## config.mk

```make
export PLATFORM = sky130hd
export DESIGN_NAME = axi_stream_pattern_gen
export DESIGN_NICKNAME = d
export VERILOG_FILES = /design/src/rtl/axi_stream_pattern_gen.sv
export SDC_FILE = /design/constraint.sdc
export NUM_CORES = 1
export LEC_CHECK = 0
export CORE_UTILIZATION = 48
export CTS_CLUSTER_SIZE = 28
export DETAILED_ROUTE_END_ITERATION = 16
export PLACE_DENSITY = 0.79
export SYNTH_ARGS = -nofsm -noshare
export SYNTH_HDL_FRONTEND = slang
export SYNTH_SLANG_ARGS = --single-unit
export TNS_END_PERCENT = 5
```

## constraint.sdc

```tcl
create_clock -name clk -period 3.1 [get_ports clk]
set_clock_uncertainty 0.15 [all_clocks]
set_input_delay 0.31 -clock clk [delete_from_list [all_inputs] [get_ports clk]]
set_output_delay 0.31 -clock clk [all_outputs]
set_load 0.01 [all_outputs]
```

## src/rtl/axi_stream_pattern_gen.sv

```systemverilog
// AXI-Stream test-pattern source: counter or Galois LFSR words, bounded or free-running,
// with clean abort framing and one-shot single-beat error injection.
module axi_stream_pattern_gen #(
  parameter int DATA_BITS = 32,
  parameter int COUNT_BITS = 32,
  parameter logic [DATA_BITS-1:0] LFSR_TAPS = DATA_BITS'(32'h80200003)
) (
  input  logic                  clk,
  input  logic                  rst,
  input  logic                  start,
  input  logic                  mode,
  input  logic [DATA_BITS-1:0]  seed,
  input  logic [COUNT_BITS-1:0] length,
  input  logic                  abort,
  input  logic                  inject_error,
  output logic                  m_tvalid,
  input  logic                  m_tready,
  output logic [DATA_BITS-1:0]  m_tdata,
  output logic                  m_tlast,
  output logic                  busy,
  output logic                  done,
  output logic [COUNT_BITS-1:0] word_count
);

  typedef enum logic {IDLE, RUN} state_t;

  state_t                state_reg;
  logic                  mode_reg;
  logic [COUNT_BITS-1:0] length_reg;
  logic [DATA_BITS-1:0]  gen_reg;
  logic                  abort_pending;
  logic                  err_pending;

  logic                  hs;
  logic [DATA_BITS-1:0]  gen_next;
  logic [DATA_BITS-1:0]  seed_load;
  logic [COUNT_BITS-1:0] wc_inc;
  logic                  abort_now;
  logic                  err_now;
  logic                  last_next;

  always_comb begin
    hs = m_tvalid & m_tready;
    if (mode_reg) begin
      gen_next = gen_reg[0] ? ((gen_reg >> 1) ^ LFSR_TAPS) : (gen_reg >> 1);
    end else begin
      gen_next = gen_reg + DATA_BITS'(1);
    end
    // An all-zero LFSR never leaves zero, so it is replaced by 1.
    seed_load = (mode && seed == '0) ? DATA_BITS'(1) : seed;
    wc_inc    = word_count + COUNT_BITS'(1);
    // Pulses arriving in the handshake cycle still apply to the next loaded beat.
    abort_now = abort_pending | (abort & ~m_tlast);
    err_now   = err_pending | inject_error;
    last_next = ((length_reg != '0) && (wc_inc == length_reg - COUNT_BITS'(1))) || abort_now;
  end

  always_ff @(posedge clk) begin
    if (rst) begin
      state_reg     <= IDLE;
      mode_reg      <= 1'b0;
      length_reg    <= '0;
      gen_reg       <= '0;
      abort_pending <= 1'b0;
      err_pending   <= 1'b0;
      m_tvalid      <= 1'b0;
      m_tdata       <= '0;
      m_tlast       <= 1'b0;
      busy          <= 1'b0;
      done          <= 1'b0;
      word_count    <= '0;
    end else begin
      done <= 1'b0;
      case (state_reg)
        IDLE: begin
          if (start) begin
            mode_reg      <= mode;
            length_reg    <= length;
            gen_reg       <= seed_load;
            m_tdata       <= seed_load;
            m_tlast       <= (length == COUNT_BITS'(1));
            m_tvalid      <= 1'b1;
            busy          <= 1'b1;
            word_count    <= '0;
            abort_pending <= 1'b0;
            err_pending   <= 1'b0;
            state_reg     <= RUN;
          end
        end
        RUN: begin
          if (hs) begin
            word_count    <= wc_inc;
            abort_pending <= 1'b0;
            err_pending   <= 1'b0;
            if (m_tlast) begin
              m_tvalid  <= 1'b0;
              m_tlast   <= 1'b0;
              busy      <= 1'b0;
              done      <= 1'b1;
              state_reg <= IDLE;
            end else begin
              // The corruption is applied only to the output word, never to gen_reg.
              gen_reg <= gen_next;
              m_tdata <= gen_next ^ DATA_BITS'(err_now);
              m_tlast <= last_next;
            end
          end else begin
            abort_pending <= abort_now;
            err_pending   <= err_now;
          end
        end
        default: state_reg <= IDLE;
      endcase
    end
  end

endmodule

```

## Word level (Yosys, flattened, before mapping)

Cells that the tools add are included.

| word-level totals | value |
|---|---|
| bits in registers | 135 |
| bits in latches | 0 |
| bits in writable memories | 0 |
| bits in read-only memories | 0 |
| input bits | 71 |
| output and inout port bits | 68 |
| logic and storage cells | 70 |
| memories kept | 0 |

| operators by class | value |
|---|---|
| add/sub/neg operators | 3 |
| multiply operators | 0 |
| divide/modulo/power cells | 0 |
| $lt $le $gt $ge | 0 |
| equality and inequality tests | 6 |
| shift operators | 0 |
| mux-type cells | 31 |
| bitwise operators | 9 |
| reduce and logical (&&, ||, !) cells | 10 |

Operators by type and width:

| kind | count |
|---|---|
| two-way mux 32 bit | 10 |
| case mux 32 bit (2 select lines) | 3 |
| adder 32 x 1 -> 32 bit, second input constant | 2 |
| equality test 32 x 1 -> 1 bit, second input constant | 1 |
| equality test 32 bit | 1 |
| zero test 32 bit | 1 |
| nonzero test 32 bit | 1 |
| subtractor 32 x 1 -> 32 bit, second input constant | 1 |
| XOR 32 x 1 -> 32 bit | 1 |
| two-way mux 1 bit | 13 |
| case mux 1 bit (2 select lines) | 5 |
| inequality test 2 bit, second input constant | 3 |
| AND reduction 3 bit | 2 |
| inverter 3 -> 4 bit | 1 |
| AND reduction 2 bit | 2 |
| inverter 1 bit | 3 |
| OR reduction 3 bit | 1 |
| AND 1 bit | 2 |
| logical AND 1 bit | 2 |
| inequality test 2 x 1 -> 1 bit, second input constant | 1 |
| OR 1 bit | 2 |
| logical OR 1 bit | 1 |

## Longest topological paths before layout

Gate-level depths: netlist (run 1).

| depth | value |
|---|---|
| depth in word-level cells | 7 |
| gate-level depth with buffers | 10 |
| gate-level depth less buffers | 10 |

## Worst setup path after synthesis (run 1)

No wires, ideal clock.

| timing | value |
|---|---|
| path type | register -> register |
| from | register word_count[0] |
| to | register m_tlast |
| setup time | 0.087 ns |
| arrival time | 2.895 ns |
| data required time | 2.863 ns |
| setup slack | -0.032 ns |
| stages on the path, launching flop included | 9 |
| path buffers | 0 |
| period minus slack after synthesis | 3.132 ns |
| cell sequence | dfxtp_1 > ha_1 > nand3_1 > or4_1 > or4_1 > a21o_1 > a2111oi_2 > o2111ai_1 > o31ai_1 |

| between the ends | value |
|---|---|
| longest elaborated chain between the ends | 7 |

Ends and longest elaborated chain:

| what | line | source |
|---|---|---|
| start, declared | 22 | `output logic [COUNT_BITS-1:0] word_count` |
| start signal, assigned | 92 | `word_count <= wc_inc;` |
| adder 32 x 1 -> 32 bit | 51 | `wc_inc = word_count + COUNT_BITS'(1);` |
| equality test 32 bit | 55 | `last_next = ((length_reg != '0) && (wc_inc == length_reg - COUNT_BITS'(1))) \|\| abort_now;` |
| logical AND 1 bit | 55 |  |
| logical OR 1 bit | 55 |  |
| two-way mux 1 bit | 95 | `if (m_tlast) begin` |
| two-way mux 1 bit | 91 | `if (hs) begin` |
| case mux 1 bit (2 select lines) | 74 | `case (state_reg)` |
| end signal, assigned | 81 | `m_tlast <= (length == COUNT_BITS'(1));` |
| end signal, assigned | 105 | `m_tlast <= last_next;` |
| end, declared | 19 | `output logic m_tlast,` |

Every way passes these cells. The select of a mux whose other input is x is not followed.
A chain may end at the register's enable or synchronous reset.

## Final worst setup path (run 1)

| timing | value |
|---|---|
| from | register word_count[1] |
| to | register m_tlast |

The elaborated chain is that of the path after synthesis.

==> implementation parameters, run 1 <==
Parameter                              Value

Finish
  Cell area after layout    about 9000 µm²
  Layout Nets    1143
  Area growth from synthesis to layout    28.6%
  Number of filler instances in the final layout    roughly 1300
  Number of diodes added for antenna fixing    0
  Share of post-route cells with drive strength above 1    0.105

GRT
  GR Util All Layers    0.273
  Number of antenna violations at the first check in global routing    0
  Total congestion overflow    0
  Maximum number of pins on one net before global-route repair    between 90 and 100
  Global-route wire length before repair    34.4 mm
  Vias in the first global route    approximately 6700

Synth
  Count of unique library cells instantiated by Yosys    59
  Most instantiated flip-flop cell in the synthesis netlist    dfxtp_1
  Avg Inst Size Synth    between 7 and 8 µm²
  Post-synthesis cell area    between 7000 and 8000 µm²
  Dominant cells by area after synthesis    dfxtp_1, xnor2_1, nand2_1
  Fraction of the yosys area taken by sequential cells    0.290
  Share of Yosys cell area claimed by the top area cell type    0.290
  Syn nets    1024
  Number of enable-type register cells in the synthesized netlist    0
  Seq cells post-synth    between 100 and 150
  Cell count after synthesis    between 900 and 1000
  Number of warnings reported in the yosys synthesis log    0
  Proportion of synthesized flip-flops having asynchronous set or reset    0
  Top cell type by total area after synthesis    dfxtp_1

Routing
  DR WL/cell    16.8 µm
  Vias after detailed routing    ~7300
  Avg Vias per Cell    between 5 and 6
  Antenna Nets Post-Route    0
  Wire length reported by the detailed router    21.1 mm
  DRT iter0 DRCs    about 680
  DRC Markers    0
  First-pass DRT Iterations    5

Die
  Die X-Extent    about 120 µm
  Count of boundary I/O pins    ~140
  Standard-cell rows    44
  Core Footprint    between 10000 and 15000 µm²
  Total die area    around 15000 µm²
  Die extent in y    around 120 µm
  Starting Density    0.493

Place
  Port Buffer Count    roughly 140
  HPWL after detailed placement    between 15 and 20 mm
  RePlAce Congestion    roughly 0.96
  Post-placement cell area    around 8800 µm²

Pwr
  Standby leakage power    3.23 nW
  Reg power frac    0.395
  Clock power frac    0.367
  Total net switching power    roughly 1.1 mW
  Worst IR Drop VDD    0.308 mV
  Power per cell area    415 nW/µm²
  Switching share of power    0.280
  Combinational Power Share    0.239
  Internal Pwr Total    around 2.8 mW

Worst setup path
  Biggest cell delay along the critical path    0.60 ns
  Kind of launch point of the worst setup path    flop
  Endpoint required time on the critical path    3.22 ns
  Highest net fanout along the worst path    5
  Cell family with the largest share of critical-path delay    simple AND/OR/NAND/NOR gates
  WS Path Type    flop to flop
  Type of destination of the critical path    flop
  Cells along the critical path    ha_1 -> nand3_1 -> or4_4 -> or4_1 -> a21o_1 -> a2111oi_4 -> o2111ai_2 -> o31ai_1
  Worst endpoint data arrival time    around 3.1 ns
  Slowest-stage cell, CP    or4_4
  Combined buffer and inverter count along the critical path    0

Clocking
  Number of buffers inserted during clock tree synthesis    9
  Number of hold-repair buffers added at the cts stage    0
  Latest clock arrival within the worst-skew pair    0.35 ns
  Clock-pin slew on the worst setup and hold paths    about 0.070 ns
  Clk Tree Root Cell    clkbuf_16
  Count of H-tree levels built during CTS    3
  CTS tree    done
  Clock sink count    between 100 and 150
  Maximum clock path buffer count    2

Timing
  Transition time at the pin with the least slew margin    between 0.9 and 1 ns
  Final worst path period share    0.953
  Number of failing hold endpoints at the final stage    0
  Fin crit period    between 2 and 3 ns
  Worst Hold Slack    0.113 ns
  Final setup violation count    0
  Max-slew headroom    0.344
  Maximum operating frequency    about 340 MHz
  Number of pins with negative max-slew slack in the final report    0

Job
  Max-capacitance violation count    0

Status
  Outcome    finished, final reports clean

Min path
  Hold/Removal Path Class    input port to flop
==> Yosys cell counts (3+ instances only) <==
library cell	n
nand2_1	137
a22oi_1	3
o31ai_1	3
buf_4	32
nor3b_1	4
nand2b_1	8
and4_1	9
clkbuf_1	48
xor2_1	25
mux2_2	8
nor2b_1	6
nand4b_1	4
dfxtp_1	104
xnor2_1	74
inv_1	10
buf_1	7
nand3_1	33
nor3_1	29
and3_1	12
nor4_1	25
a21oi_1	71
mux2i_1	26
or3_1	5
or4_1	13
nand3b_1	7
ha_1	3
o21ai_0	50
a311oi_1	5
nand4_1	20
nor2_1	89
xnor3_1	5
a31oi_1	10
a211oi_1	30
and2_1	4
==> routing by layer <==
metal  share of wire  track usage  vias up  wire length [µm]
met3           0.074       0.0584       45              1570
met2            0.46        0.430      310              9670
met1            0.44        0.367     3327              9350
met5               0            0        -                 0
met4           0.026       0.0971        0               551
li1                -            -     3585                 -
==> cell families after synthesis <==
family | after synthesis | share of synthesized area
XOR/XNOR | 104 | 0.136
adder cells (fa/ha/maj) | 3 | 0.00522
AND/OR/NAND/NOR | 422 | 0.298
multiplexers | 34 | 0.0487
flip-flops | 104 | 0.290
AO/OA/AOI/OAI | 184 | 0.153
buffers and inverters | 99 | 0.0687
==> timing repair <==
action | 4_1_cts | 5_1_grt
gates resized for setup | 0 | 16
setup endpoints to repair | 0 | 1
setup buffers | 0 | 2
hold endpoints to repair | 0 | 0
==> power groups by stage <==
| stage | clock [mW] | combinational, mW | sequential (mW) |
|---|---|---|---|
| 2_1_floorplan | 0 | 0.606 | 1.51 |
| 3_5_place_dp | 0 | 0.883 | 1.54 |
| 3_3_place_gp | 0 | 0.877 | 1.54 |
| 6_report | 1.41 | 0.916 | 1.52 |
| 5_1_grt | 1.49 | 0.996 | 1.53 |
| 4_1_cts | 1.43 | 0.888 | 1.51 |
==> path summary, 6_finish.rpt <==
path,depth (start not counted),slack [ns],startpoint,to
hold reg to reg,2,0.33,length_reg[17],length_reg[17]
setup / recovery,8,0.15,word_count[1],m_tlast
setup reg to reg,8,0.15,word_count[1],m_tlast
hold / removal,2,0.11,rst,m_tdata[7]
==> final cells by class <==
class	count	area, µm²	share of cell area
clock buffers	11	243	0.0262
clock inverters	5	128	0.0138
inverters	10	37.5	0.00406
multi-input cells	747	4700	0.508
flip-flops and latches	104	2090	0.226
well taps	184	230	0.0249
repair buffers	197	1820	0.197
==> cell usage in the layout, fill, tap and decap left out, drive strengths merged, types with 7 or more instances in the layout <==
cell type,n
mux2i,26
mux2,8
nor2,89
o21ai,50
a21oi,72
xnor2,74
a31oi,10
clkdlybuf4s50,137
a211oi,30
clkbuf,11
dfxtp,104
nand3,36
buf,60
xor2,25
and4,10
nor4,27
nand3b,7
nand2b,8
nand4,21
nor3,30
and3,12
or4,13
nand2,137
and2,7
inv,10
==> through the flow <==
| stage | util | worst slack [ns] | power [mW] | TNS, ns | cells |
|---|---|---|---|---|---|
| finish | 0.634 | 0.146 | 3.84 | 0 | 1258 |
| global route | 0.634 | -0.0372 | 4.02 | -0.0372 | 1258 |
| CTS | 0.628 | 0.0574 | 3.83 | 0 | 1256 |
| detailed placement | 0.602 | 0.0651 | 2.43 | 0 | 1240 |
| global placement | 0.602 | 0.134 | 2.42 | 0 | 1240 |
| floorplan | - | 0.0269 | 2.11 | 0 | 950 |
No activity file was read; power rests on OpenSTA's default activity.
==> run 2, diff against run 1 <==
CORE_UTILIZATION = 57   (was 48)
PLACE_DENSITY = 0.88   (was 0.79)
clock period = 3.5 ns   (was 3.1 ns; I/O delays follow)
==> implementation parameters, run 2 (synthesis gave the netlist of run 1 again) <==
Parameter                              Value

Clocking
  Clk Tree Root Cell    clkbuf_16
  Maximum clock path buffer count    2 (unchanged)
  Latest clock arrival within the worst-skew pair    0.36 ns (about the same)
  CTS tree    done
  Clock-pin slew on the worst setup and hold paths    0.07 ns (about the same)
  Clock sink count    104 (unchanged)
  Number of buffers inserted during clock tree synthesis    9 (unchanged)
  Count of H-tree levels built during CTS    3 (unchanged)
  Number of hold-repair buffers added at the cts stage    0 (unchanged)

Job
  Max-capacitance violation count    0 (unchanged)

Pwr
  Power per cell area    364 nW/µm² (-12%)
  Total power    3.20 mW (-17%)
  Standby leakage power    2.99 nW (-7.6%)
  Worst IR Drop VDD    0.244 mV (-21%)

Timing
  Number of failing hold endpoints at the final stage    0 (unchanged)
  Unrepaired setup endpoints after global routing    no
  Fin crit period    3.29 ns (+0.332 ns)
  Worst Hold Slack    0.232 ns (+0.119 ns)
  Transition time at the pin with the least slew margin    1.12 ns (+0.138 ns)
  Final setup violation count    0 (unchanged)
  Maximum operating frequency    304 MHz (-10%)
  Final worst path period share    0.939 (-0.0141)
  Max-slew headroom    0.252 (-0.0919)
  Number of pins with negative max-slew slack in the final report    0 (unchanged)
  Aggregate negative setup slack    0 ns (unchanged)

Worst setup path
  Slowest-stage cell, CP    or4_1
  Type of destination of the critical path    flop
  WS Path Type    flop to flop
  Reg2Reg Depth    8 (unchanged)
  Worst endpoint data arrival time    3.41 ns (+0.33 ns)
  Kind of launch point of the worst setup path    flop
  Highest net fanout along the worst path    10 (+5)
  Endpoint required time on the critical path    3.62 ns (+0.40 ns)
  Biggest cell delay along the critical path    0.73 ns (+0.13 ns)
  Cells along the critical path    nand3_2 -> or4_1 -> nor3_2 -> nor3_1 -> or4b_4 -> a2111oi_2 -> o2111ai_1 -> o31ai_1

Finish
  Multi-input gate area    4630 µm² (-1.4%)
  Number of filler instances in the final layout    1006 (-21%)
  Leading cell types in the layout, fill and taps excluded    nand2_1, clkdlybuf4s50_1, dfxtp_1
  Storage cell area    2080 µm² (-0.30%)
  Area growth from synthesis to layout    22.5%
  Share of post-route cells with drive strength above 1    0.0591 (-0.0462)
  Number of diodes added for antenna fixing    0 (unchanged)
  Layout Nets    1103 (-3.5%)

Routing
  Wire length reported by the detailed router    19.8 mm (-6.5%)
  First-pass DRT Iterations    5 (unchanged)
  DRC Markers    0 (unchanged)
  Vias after detailed routing    7090 (-2.4%)
  Antenna Nets Post-Route    0 (unchanged)
  DR WL/cell    16.5 µm (-2.1%)
  DRT iter0 DRCs    718 (+5.3%)
  Avg Vias per Cell    5.90 (+2.2%)

Die
  Count of boundary I/O pins    139 (unchanged)
  Die extent in y    114 µm (-8.1%)
  Core Footprint    12200 µm² (-17%)
  Starting Density    0.591 (+0.0984)
  Standard-cell rows    40 (-9.1%)
  Die X-Extent    114 µm (-8.1%)
  Total die area    13100 µm² (-16%)

Status
  Outcome    finished, final reports clean

GRT
  Number of antenna violations at the first check in global routing    0 (unchanged)
  Global-route wire length before repair    31.6 mm (-8.3%)
  Vias in the first global route    6280 (-6.0%)
  Total congestion overflow    0 (unchanged)
  GR Util All Layers    0.305 (+0.0316)
  Maximum number of pins on one net before global-route repair    104 (+13%)

Place
  RePlAce Congestion    0.931 (-2.7%)
  Port Buffer Count    138 (unchanged)
  HPWL after detailed placement    14.5 mm (-5.6%)

Min path
  Hold/Removal Path Class    input port to flop
  Worst hold stages    4 (+2)
==> run 2: final timing paths <==
kind,from,endpoint,slack (ns)
min,rst,m_tlast,0.23
min reg2reg,length_reg[23],length_reg[23],0.35
max,word_count[5],m_tlast,0.21
max reg2reg,word_count[5],m_tlast,0.21
==> run 2: timing repair <==
action / CTS / global route
gates resized for setup: 0 / 1
setup endpoints to repair: 0 / 1
buffers inserted: 0 / 0
==> run 2: worst max-delay path, delay by kind of cell (launching register included) <==
kind	cells	cell delay (ns)
AO/OA/AOI/OAI	3	0.70
AND/OR/NAND/NOR	5	1.91
flip-flops	1	0.46
==> run 2: where the power goes <==
part           switching (mW)  total [mW]  leakage (nW)  internal [mW]
Clock                   0.453        1.12         0.159          0.662
Combinational           0.372       0.746          1.98          0.374
Sequential             0.0987        1.34         0.851           1.24
==> run 2: per-layer routing <==
layer  routed length (µm)  global-route usage  up-vias
met3                 1460              0.0466       33
met1                 8600               0.396     3238
li1                     -                   -     3505
met5                    0                   0        -
met2                 9320               0.516      314
met4                  369               0.105        0
==> run 2: layout make-up <==
class	count	area share
Sequential cell	104	0.237
Clock inverter	3	0.00739
Inverter	10	0.00426
Timing Repair Buffer	157	0.173
Tap cell	168	0.0239
Multi-Input combinational cell	747	0.526
Clock buffer	12	0.0291
==> run 2: metrics by stage <==
| step | cells | utilization | cell area (µm²) | worst slack, ns |
|---|---|---|---|---|
| 2_1_floorplan | 950 | - | 7190 | 0.368 |
| 3_3_place_gp | 1186 | 0.697 | 8480 | 0.375 |
| 3_5_place_dp | 1186 | 0.697 | 8480 | 0.304 |
| 4_1_cts | 1201 | 0.724 | 8800 | 0.273 |
| 5_1_grt | 1201 | 0.724 | 8810 | 0.0240 |
| 6_report | 1201 | 0.724 | 8810 | 0.215 |
